**config.mk**
```make
export PLATFORM = sky130hd
export DESIGN_NAME = fetch_unit_flat
export DESIGN_NICKNAME = d
export VERILOG_FILES = /design/src/rtl/cpu_pkg.sv /design/src/rtl/fetch_unit_if.sv /design/src/rtl/fetch_unit_pc_reg.sv /design/src/rtl/fetch_unit.sv /design/src/flat_wrapper.sv
export SDC_FILE = /design/constraint.sdc
export NUM_CORES = 1
export LEC_CHECK = 0
export ABC_CLOCK_PERIOD_IN_PS = 3900
export BUFFER_PORTS_ARGS = -buffer_cell sky130_fd_sc_hd__buf_2
export CORE_MARGIN = 3
export CORE_UTILIZATION = 50
export DETAILED_ROUTE_END_ITERATION = 16
export PLACE_DENSITY = 0.85
export SLEW_MARGIN = 40
export SYNTH_ARGS = -nofsm -noshare
export SYNTH_HDL_FRONTEND = slang
export SYNTH_SLANG_ARGS = --single-unit
```
**constraint.sdc**
```tcl
create_clock -name CLK -period 3.9 [get_ports CLK]
set_input_delay 0.585 -clock CLK [delete_from_list [all_inputs] [get_ports CLK]]
set_output_delay 0.585 -clock CLK [all_outputs]
set_load 0.01 [all_outputs]
```
**src/rtl/cpu_pkg.sv**
```systemverilog
// Shared CPU constants: word widths, instruction field positions and fetch FSM states.
package cpu_pkg;

  localparam int unsigned DATA_W   = 16;
  localparam int unsigned ADDR_W   = 16;

  localparam int unsigned OP_MSB   = 15;
  localparam int unsigned OP_LSB   = 11;
  localparam int unsigned FLAG_BIT = 10;
  localparam int unsigned IMM_MSB  = 9;

  typedef enum logic [1:0] {
    IDLE  = 2'd0,
    FETCH = 2'd1,
    HOLD  = 2'd2
  } fetch_state_e;

endpackage

```
**src/rtl/fetch_unit_if.sv**
```systemverilog
// Instruction-memory request/response bundle between the fetch stage and imem.
interface fetch_unit_if #(
  parameter int unsigned DATA_W = cpu_pkg::DATA_W,
  parameter int unsigned ADDR_W = cpu_pkg::ADDR_W
);

  logic              imem_req;
  logic [ADDR_W-1:0] imem_addr;
  logic              imem_ready;
  logic [DATA_W-1:0] imem_rdata;

  modport master (
    output imem_req,
    output imem_addr,
    input  imem_ready,
    input  imem_rdata
  );

  modport slave (
    input  imem_req,
    input  imem_addr,
    output imem_ready,
    output imem_rdata
  );

endinterface

```
**src/rtl/fetch_unit_pc_reg.sv**
```systemverilog
// Program counter with sequential/target next-PC select and a wrapping +2 adder.
module fetch_unit_pc_reg #(
  parameter int unsigned       ADDR_W   = 16,
  parameter logic [ADDR_W-1:0] RESET_PC = '0
) (
  input  logic              clk_i,
  input  logic              rst_i,
  input  logic              advance_i,
  input  logic              redirect_i,
  input  logic [ADDR_W-1:0] target_i,
  output logic [ADDR_W-1:0] pc_o,
  output logic [ADDR_W-1:0] pc_plus2_o
);

  logic [ADDR_W-1:0] pc_d, pc_q;

  assign pc_o       = pc_q;
  assign pc_plus2_o = pc_q + ADDR_W'(2);

  always_comb begin
    pc_d = pc_q;
    if (advance_i) begin
      // Targets are halfword aligned by dropping bit 0; no misalignment trap.
      pc_d = redirect_i ? (target_i & ~ADDR_W'(1)) : pc_plus2_o;
    end
  end

  always_ff @(posedge clk_i) begin
    if (rst_i) begin
      pc_q <= RESET_PC;
    end else begin
      pc_q <= pc_d;
    end
  end

endmodule

```
**src/rtl/fetch_unit.sv**
```systemverilog
// Fetch stage: imem handshake, instruction register, decode outputs and retire counter.
module fetch_unit #(
  parameter int unsigned       DATA_W   = cpu_pkg::DATA_W,
  parameter int unsigned       ADDR_W   = cpu_pkg::ADDR_W,
  parameter int unsigned       IMM_W    = 10,
  parameter logic [ADDR_W-1:0] RESET_PC = '0
) (
  input  logic              CLK,
  input  logic              Reset,
  fetch_unit_if.master      imem,
  output logic [4:0]        OPCODE,
  output logic              flagbit,
  output logic [DATA_W-1:0] imm_ext,
  output logic              instr_valid,
  input  logic              exec_done,
  input  logic              PCWrite,
  input  logic              PCSrc,
  input  logic [ADDR_W-1:0] pc_target,
  output logic [ADDR_W-1:0] pc,
  output logic [ADDR_W-1:0] pc_plus2,
  output logic [15:0]       retired
);

  import cpu_pkg::*;

  fetch_state_e      state_d, state_q;
  logic [DATA_W-1:0] ir_d, ir_q;
  logic [15:0]       retired_d, retired_q;
  logic              retire;

  assign retire = (state_q == HOLD) && exec_done;

  fetch_unit_pc_reg #(
    .ADDR_W   (ADDR_W),
    .RESET_PC (RESET_PC)
  ) u_pc_reg (
    .clk_i      (CLK),
    .rst_i      (Reset),
    .advance_i  (retire),
    .redirect_i (PCWrite && PCSrc),
    .target_i   (pc_target),
    .pc_o       (pc),
    .pc_plus2_o (pc_plus2)
  );

  always_comb begin
    state_d   = state_q;
    ir_d      = ir_q;
    retired_d = retired_q;
    unique case (state_q)
      IDLE:  state_d = FETCH;
      FETCH: begin
        if (imem.imem_ready) begin
          ir_d    = imem.imem_rdata;
          state_d = HOLD;
        end
      end
      HOLD: begin
        // exec_done wins over a coincident imem_ready; no overlapped fetch.
        if (exec_done) begin
          retired_d = retired_q + 16'd1;
          state_d   = FETCH;
        end
      end
      default: state_d = IDLE;
    endcase
  end

  always_ff @(posedge CLK) begin
    if (Reset) begin
      state_q   <= IDLE;
      ir_q      <= '0;
      retired_q <= '0;
    end else begin
      state_q   <= state_d;
      ir_q      <= ir_d;
      retired_q <= retired_d;
    end
  end

  assign imem.imem_req  = (state_q == FETCH);
  assign imem.imem_addr = pc;
  assign instr_valid    = (state_q == HOLD);
  assign retired        = retired_q;

  // Decode reads as zero unless a live instruction is held.
  always_comb begin
    OPCODE  = '0;
    flagbit = 1'b0;
    imm_ext = '0;
    if (instr_valid) begin
      OPCODE  = ir_q[OP_MSB:OP_LSB];
      flagbit = ir_q[FLAG_BIT];
      imm_ext = {{(DATA_W - IMM_W){ir_q[IMM_MSB]}}, ir_q[IMM_W-1:0]};
    end
  end

endmodule
```
**src/flat_wrapper.sv**
```systemverilog
// flat-port wrapper written by rule: the top's interface ports become plain ports
module fetch_unit_flat import cpu_pkg::*;
#(
  parameter int unsigned       DATA_W   = cpu_pkg::DATA_W,
  parameter int unsigned       ADDR_W   = cpu_pkg::ADDR_W,
  parameter int unsigned       IMM_W    = 10,
  parameter logic [ADDR_W-1:0] RESET_PC = '0
)
  (CLK, Reset, OPCODE, flagbit, imm_ext, instr_valid, exec_done, PCWrite, PCSrc, pc_target, pc, pc_plus2, retired, imem_imem_req, imem_imem_addr, imem_imem_ready, imem_imem_rdata);
  fetch_unit_if #(.DATA_W(DATA_W), .ADDR_W(ADDR_W)) imem_i ();
  input  logic CLK;
  input  logic Reset;
  output logic [4:0] OPCODE;
  output logic flagbit;
  output logic [DATA_W-1:0] imm_ext;
  output logic instr_valid;
  input  logic exec_done;
  input  logic PCWrite;
  input  logic PCSrc;
  input  logic [ADDR_W-1:0] pc_target;
  output logic [ADDR_W-1:0] pc;
  output logic [ADDR_W-1:0] pc_plus2;
  output logic [15:0] retired;
  output wire logic [$bits(imem_i.imem_req)-1:0] imem_imem_req;
  output wire logic [$bits(imem_i.imem_addr)-1:0] imem_imem_addr;
  input wire logic [$bits(imem_i.imem_ready)-1:0] imem_imem_ready;
  input wire logic [$bits(imem_i.imem_rdata)-1:0] imem_imem_rdata;
  assign imem_imem_req = imem_i.imem_req;
  assign imem_imem_addr = imem_i.imem_addr;
  assign imem_i.imem_ready = imem_imem_ready;
  assign imem_i.imem_rdata = imem_imem_rdata;
  fetch_unit #(.DATA_W(DATA_W), .ADDR_W(ADDR_W), .IMM_W(IMM_W), .RESET_PC(RESET_PC)) u_core (.CLK(CLK), .Reset(Reset), .imem(imem_i), .OPCODE(OPCODE), .flagbit(flagbit), .imm_ext(imm_ext), .instr_valid(instr_valid), .exec_done(exec_done), .PCWrite(PCWrite), .PCSrc(PCSrc), .pc_target(pc_target), .pc(pc), .pc_plus2(pc_plus2), .retired(retired));
endmodule
```
# Word level (Yosys, flattened, before mapping)
# Cells that the tools add are included.
dict set report op_classes {
  n_addsub 2
  eq_ne 4
  n_mux 7
  reduce_logical 6
}
# cell count
set op_table {}
lappend op_table {{2-to-1 mux 16 bit} 2}
lappend op_table {{adder 16 x 1 -> 16 bit, second input constant} 1}
lappend op_table {{adder 16 x 2 -> 16 bit, second input constant} 1}
lappend op_table {{one-hot mux 2 bit (3 select lines)} 1}
lappend op_table {{AND reduction 2 bit} 3}
lappend op_table {{2-to-1 mux 5 bit} 1}
lappend op_table {{2-to-1 mux 2 bit} 2}
lappend op_table {{inequality test 2 x 1 -> 1 bit, second input constant} 2}
lappend op_table {{== test 2 x 1 -> 1 bit, second input constant} 1}
lappend op_table {{== test 2 bit, second input constant} 1}
lappend op_table {{logical AND 1 bit} 2}
lappend op_table {{logical NOT 2 bit} 1}
lappend op_table {{2-to-1 mux 1 bit} 1}
dict set report word_totals {
  register_bits 50
  output_inout_bits 88
  wordCells 23
}

# Longest topological paths before layout
dict set report logic_depth {
  depth_word 3
  depth_mapped 6
}

# Hierarchy
# Synthesis repeated with hierarchy kept, for this count alone.
dict set report hier_totals {
  hier_cells 352
  area_unflattened_um2 2760.1
}
# mod instances cells_per_inst area_each_um2 seq_area_each_um2
set by_module_without_submodules {}
lappend by_module_without_submodules {fetch_unit 1 209 1666.6 680.7}
lappend by_module_without_submodules {fetch_unit_pc_reg 1 143 1093.5 300.3}

# Worst setup path before layout
# No wires, ideal clock.
dict set report synth_path {
  path_kind {register to output}
  start {register u_core.u_pc_reg.pc_q[1] (netlist: u_core.u_pc_reg.pc_o[1])}
  end {output port pc_plus2[15]}
  t_arrival_ns 1.604
  t_required_ns 3.315
  path_slack_ns 1.711
  path_stages_with_launch 5
  path_cell_list {dfxtp_1 ha_1 nand4_1 nor4_1 xor2_1}
}
dict set report synth_between {
  elab_chain_cells 1
}
# item line_no
set synth_rtl {}
lappend synth_rtl {{start, declared} fetch_unit_pc_reg.sv:15} ;# logic [ADDR_W-1:0] pc_d, pc_q;
lappend synth_rtl {{start signal, assigned} fetch_unit_pc_reg.sv:32} ;# pc_q <= pc_d;
lappend synth_rtl {{adder 16 x 2 -> 16 bit} fetch_unit_pc_reg.sv:18} ;# assign pc_plus2_o = pc_q + ADDR_W'(2);
lappend synth_rtl {{end, declared} flat_wrapper.sv:22} ;# output logic [ADDR_W-1:0] pc_plus2;
# No other way between the ends.

# Worst setup path in the final report
# Same ends and word-level chain as after synthesis.

==> impl_metrics.py <==
metrics = {
    "route": {
        "drc_errors": 0,
        "drt_iter0_drc": 124,
        "dr.pass1.iters": 4,
        "via_per_inst": 5.38,
        "drt_wl_total_microns": 6730,
        "avgRoutedWirePerCell_microns": 13.4,
        "num_vias": 2700,
        "ant_nets": 0,
    },
    "cts": {
        "clkSinkCount": 49,
        "path_clk_slew_ns": 0.09,
        "worstSkewPairLatency_ns": 0.30,
        "tritoncts": "done",
        "cts_made_buffers": 5,
        "cts_setup_buffers": 0,
        "root_buffer": "clkbuf_8",
        "htree_levels": 2,
        "clockBufferDepth": 2,
        "cts_hold_buffers": 0,
        "ctsResizeCount": 0,
    },
    "setup_path": {
        "cp_max_fo": 8,
        "cp.required_ns": 3.31,
        "critPathCaptureType": "output pin",
        "timing.rr.start": "u_core.u_pc_reg.pc_o[1]$_SDFFE_PP0P_",
        "crit_path_start_kind": "flip-flop",
        "crit_arrival_ns": 2.25,
        "critPathBufInv": 1,
        "crit_start": "u_core.u_pc_reg.pc_o[1]$_SDFFE_PP0P_",
        "cp_slowest_stage_delay_ns": 0.57,
        "path_class": "reg -> out",
        "path_delay_family": "simple AND/OR/NAND/NOR gates",
        "crit_path_top_delay_cell": "nor4_1",
        "cp_cell_sequence": "ha_1 > nand4_1 > nor4_1 > xor2_1 > buf_2",
    },
    "place": {
        "gp_congestion": 0.804,
        "io_buffers": 121,
        "dpl.hpwl_microns": 4840,
        "placed_cells": 494,
        "place_area_sq_um": 3130,
    },
    "cells_and_area": {
        "stdcell_count": 502,
        "layout_commonest_cell": "buf_2",
        "final_area_sq_um": 3240,
        "layout.nets": 471,
        "layout_common_cells": "120 x buf_2, 52 x nand2_1, 49 x dfxtp_1",
        "drive_gt1_share_pct": 30.6,
        "area_delta_synth_final_pct": 20.3,
        "num_antenna_cells": 0,
    },
    "timing": {
        "min_period_ns": 2.84,
        "setup_viol": 0,
        "maxSlewViolCount": 0,
        "finalHoldViolCount": 0,
        "tightest_slew_ns": 0.691,
        "fin_crit_sh_pct": 72.8,
        "fmax_mhz": 352,
        "rsz0062_at_grt": "no",
        "skew_ns": 0.00966,
        "setup_tns_ns": 0,
        "maxSlewHeadroom_pct": 53.8,
    },
    "global_route": {
        "overflow": 0,
        "grt_pass1_wl_microns": 10600,
        "grt_start_max_net_pins": 50,
        "grt_pass1_vias": 2249,
        "antenna_found_initial": 0,
        "track_usage_pct": 20.7,
    },
    "floorplanning": {
        "fp-row-count": 26,
        "pin_count": 126,
        "die_h_microns": 79.3,
        "start_util_pct": 52.3,
        "coreArea_sq_um": 5140,
        "die_w_microns": 79.3,
        "die_area_sq_um": 6290,
    },
    "power": {
        "ir_drop_v": 0.000160,
        "switching_share_pct": 25.3,
        "clkPwrFrac_pct": 34.2,
        "power.leakage_nw": 1.51,
        "p_comb_share_pct": 9.5,
        "power.internal_mw": 0.692,
        "power.density_nw_per_um2": 286,
        "seq_power_share_pct": 56.3,
        "switching_power_mw": 0.234,
    },
    "worst_hold_path": {
        "min_from": "u_core.ir_q[14]$_SDFFE_PP0P_",
        "hp-class": "reg -> reg",
    },
    "logic_synthesis": {
        "syn_area_sq_um": 2690,
        "yosysSeqAreaShare_pct": 36.5,
        "synth.distinct_cells": 42,
        "synth_area_leaders": "dfxtp_1 36%, nand2_1 7.3%, buf_4 6.7%",
        "synth.avg_cell_area_sq_um": 7.79,
        "ys.flop_type": "dfxtp_1",
        "yosys_warnings": 0,
        "ys_async_sr_fraction_pct": 0,
        "synth-edff-count": 0,
        "yosys_register_bits": 49,
        "synthCells": 345,
        "yosysTopAreaCell": "dfxtp_1",
        "synth_top_area_share_pct": 36.5,
    },
    "flow_run": {
        "drv_cap": 0,
    },
    "run_status": {
        "run_status": "completed",
    },
}
## final timing paths
kind,depth (start not counted),to,slack [ns]
worst max-delay path,5,pc_plus2[15],1.06
worst min-delay path,2,u_core.ir_q[14]$_SDFFE_PP0P_,0.45
worst max register to register,5,u_core.u_pc_reg.pc_o[15]$_SDFFE_PP0P_,1.88
worst min register to register,2,u_core.ir_q[14]$_SDFFE_PP0P_,0.45
## flip-flops by register name, indices dropped and copies added (netlist names)
| register | count |
|---|---|
| u_core.u_pc_reg.pc_o | 15 |
| u_core.ir_q | 16 |
| u_core.retired | 16 |
| u_core.state_q | 2 |
## power by group through the flow
stage	sequential (mW)	clock [mW]	combinational (mW)
2_1_floorplan	0.532	0	0.0565
3_3_place_gp	0.532	0	0.0859
4_1_cts	0.521	0.323	0.0878
3_5_place_dp	0.533	0	0.0877
5_1_grt	0.524	0.347	0.0978
6_report	0.522	0.317	0.0876
## area by class of cell
type / count / area, sq um
fillers: 501 / 1900
inverters: 4 / 15.0
clock buffers: 6 / 82.6
clock inverters: 2 / 13.8
flip-flops and latches: 49 / 981
repair buffers: 122 / 616
well taps: 70 / 87.6
multi-input cells: 249 / 1440
## through the flow
| step | util (%) | hold slack [ns] | setup WS [ns] | total power, mW |
|---|---|---|---|---|
| 4_1_cts | 62.9 | 0.456 | 1.08 | 0.932 |
| 3_3_place_gp | 61.0 | 0.437 | 1.47 | 0.618 |
| 2_1_floorplan | - | 0.432 | 1.71 | 0.588 |
| 6_report | 63.0 | 0.453 | 1.06 | 0.926 |
| 5_1_grt | 63.0 | 0.470 | 0.870 | 0.969 |
| 3_5_place_dp | 61.0 | 0.443 | 1.43 | 0.621 |
## kinds of logic (layout without fill, tap and decap cells)
logic type,Yosys count,after routing,synth area share (%)
AOI/OAI and AO/OA,62,62,14.3
xor gates and xnor gates,23,23,7.49
adders and majority gates,2,2,0.931
buffers and inverters,49,134,10.4
DFF,49,49,36.5
other,1,3,0.139
and+or+nand+nor,159,159,30.2
## layer usage
metal / up-vias / track usage (%) / part of all wire (%)
li1: 1350 / - / -
met4: 0 / 4.98 / 0.86
met3: 8 / 3.63 / 7.1
met1: 1240 / 28.0 / 45
met2: 102 / 34.2 / 47
met5: - / 0 / 0
## cell usage after synthesis (all sizes together) (6+ instances only)
library cell / number
a21oi: 29
xor2: 14
and3: 7
nand2: 52
nor2: 20
and2: 18
dfxtp: 49
buf: 30
a31oi: 6
o31ai: 6
nand3: 14
o21ai: 7
xnor2: 9
nand4: 12
nor3: 9
clkbuf: 15
## worst reg2reg max path, stage by stage (launching register included)
cell and delay, ns:
dfxtp_1 0.48, ha_1 0.35, nand4_1 0.22, nor4_1 0.57, nand3b_1 0.18, a31oi_1 0.09
(Power assumes the default switching activity.)
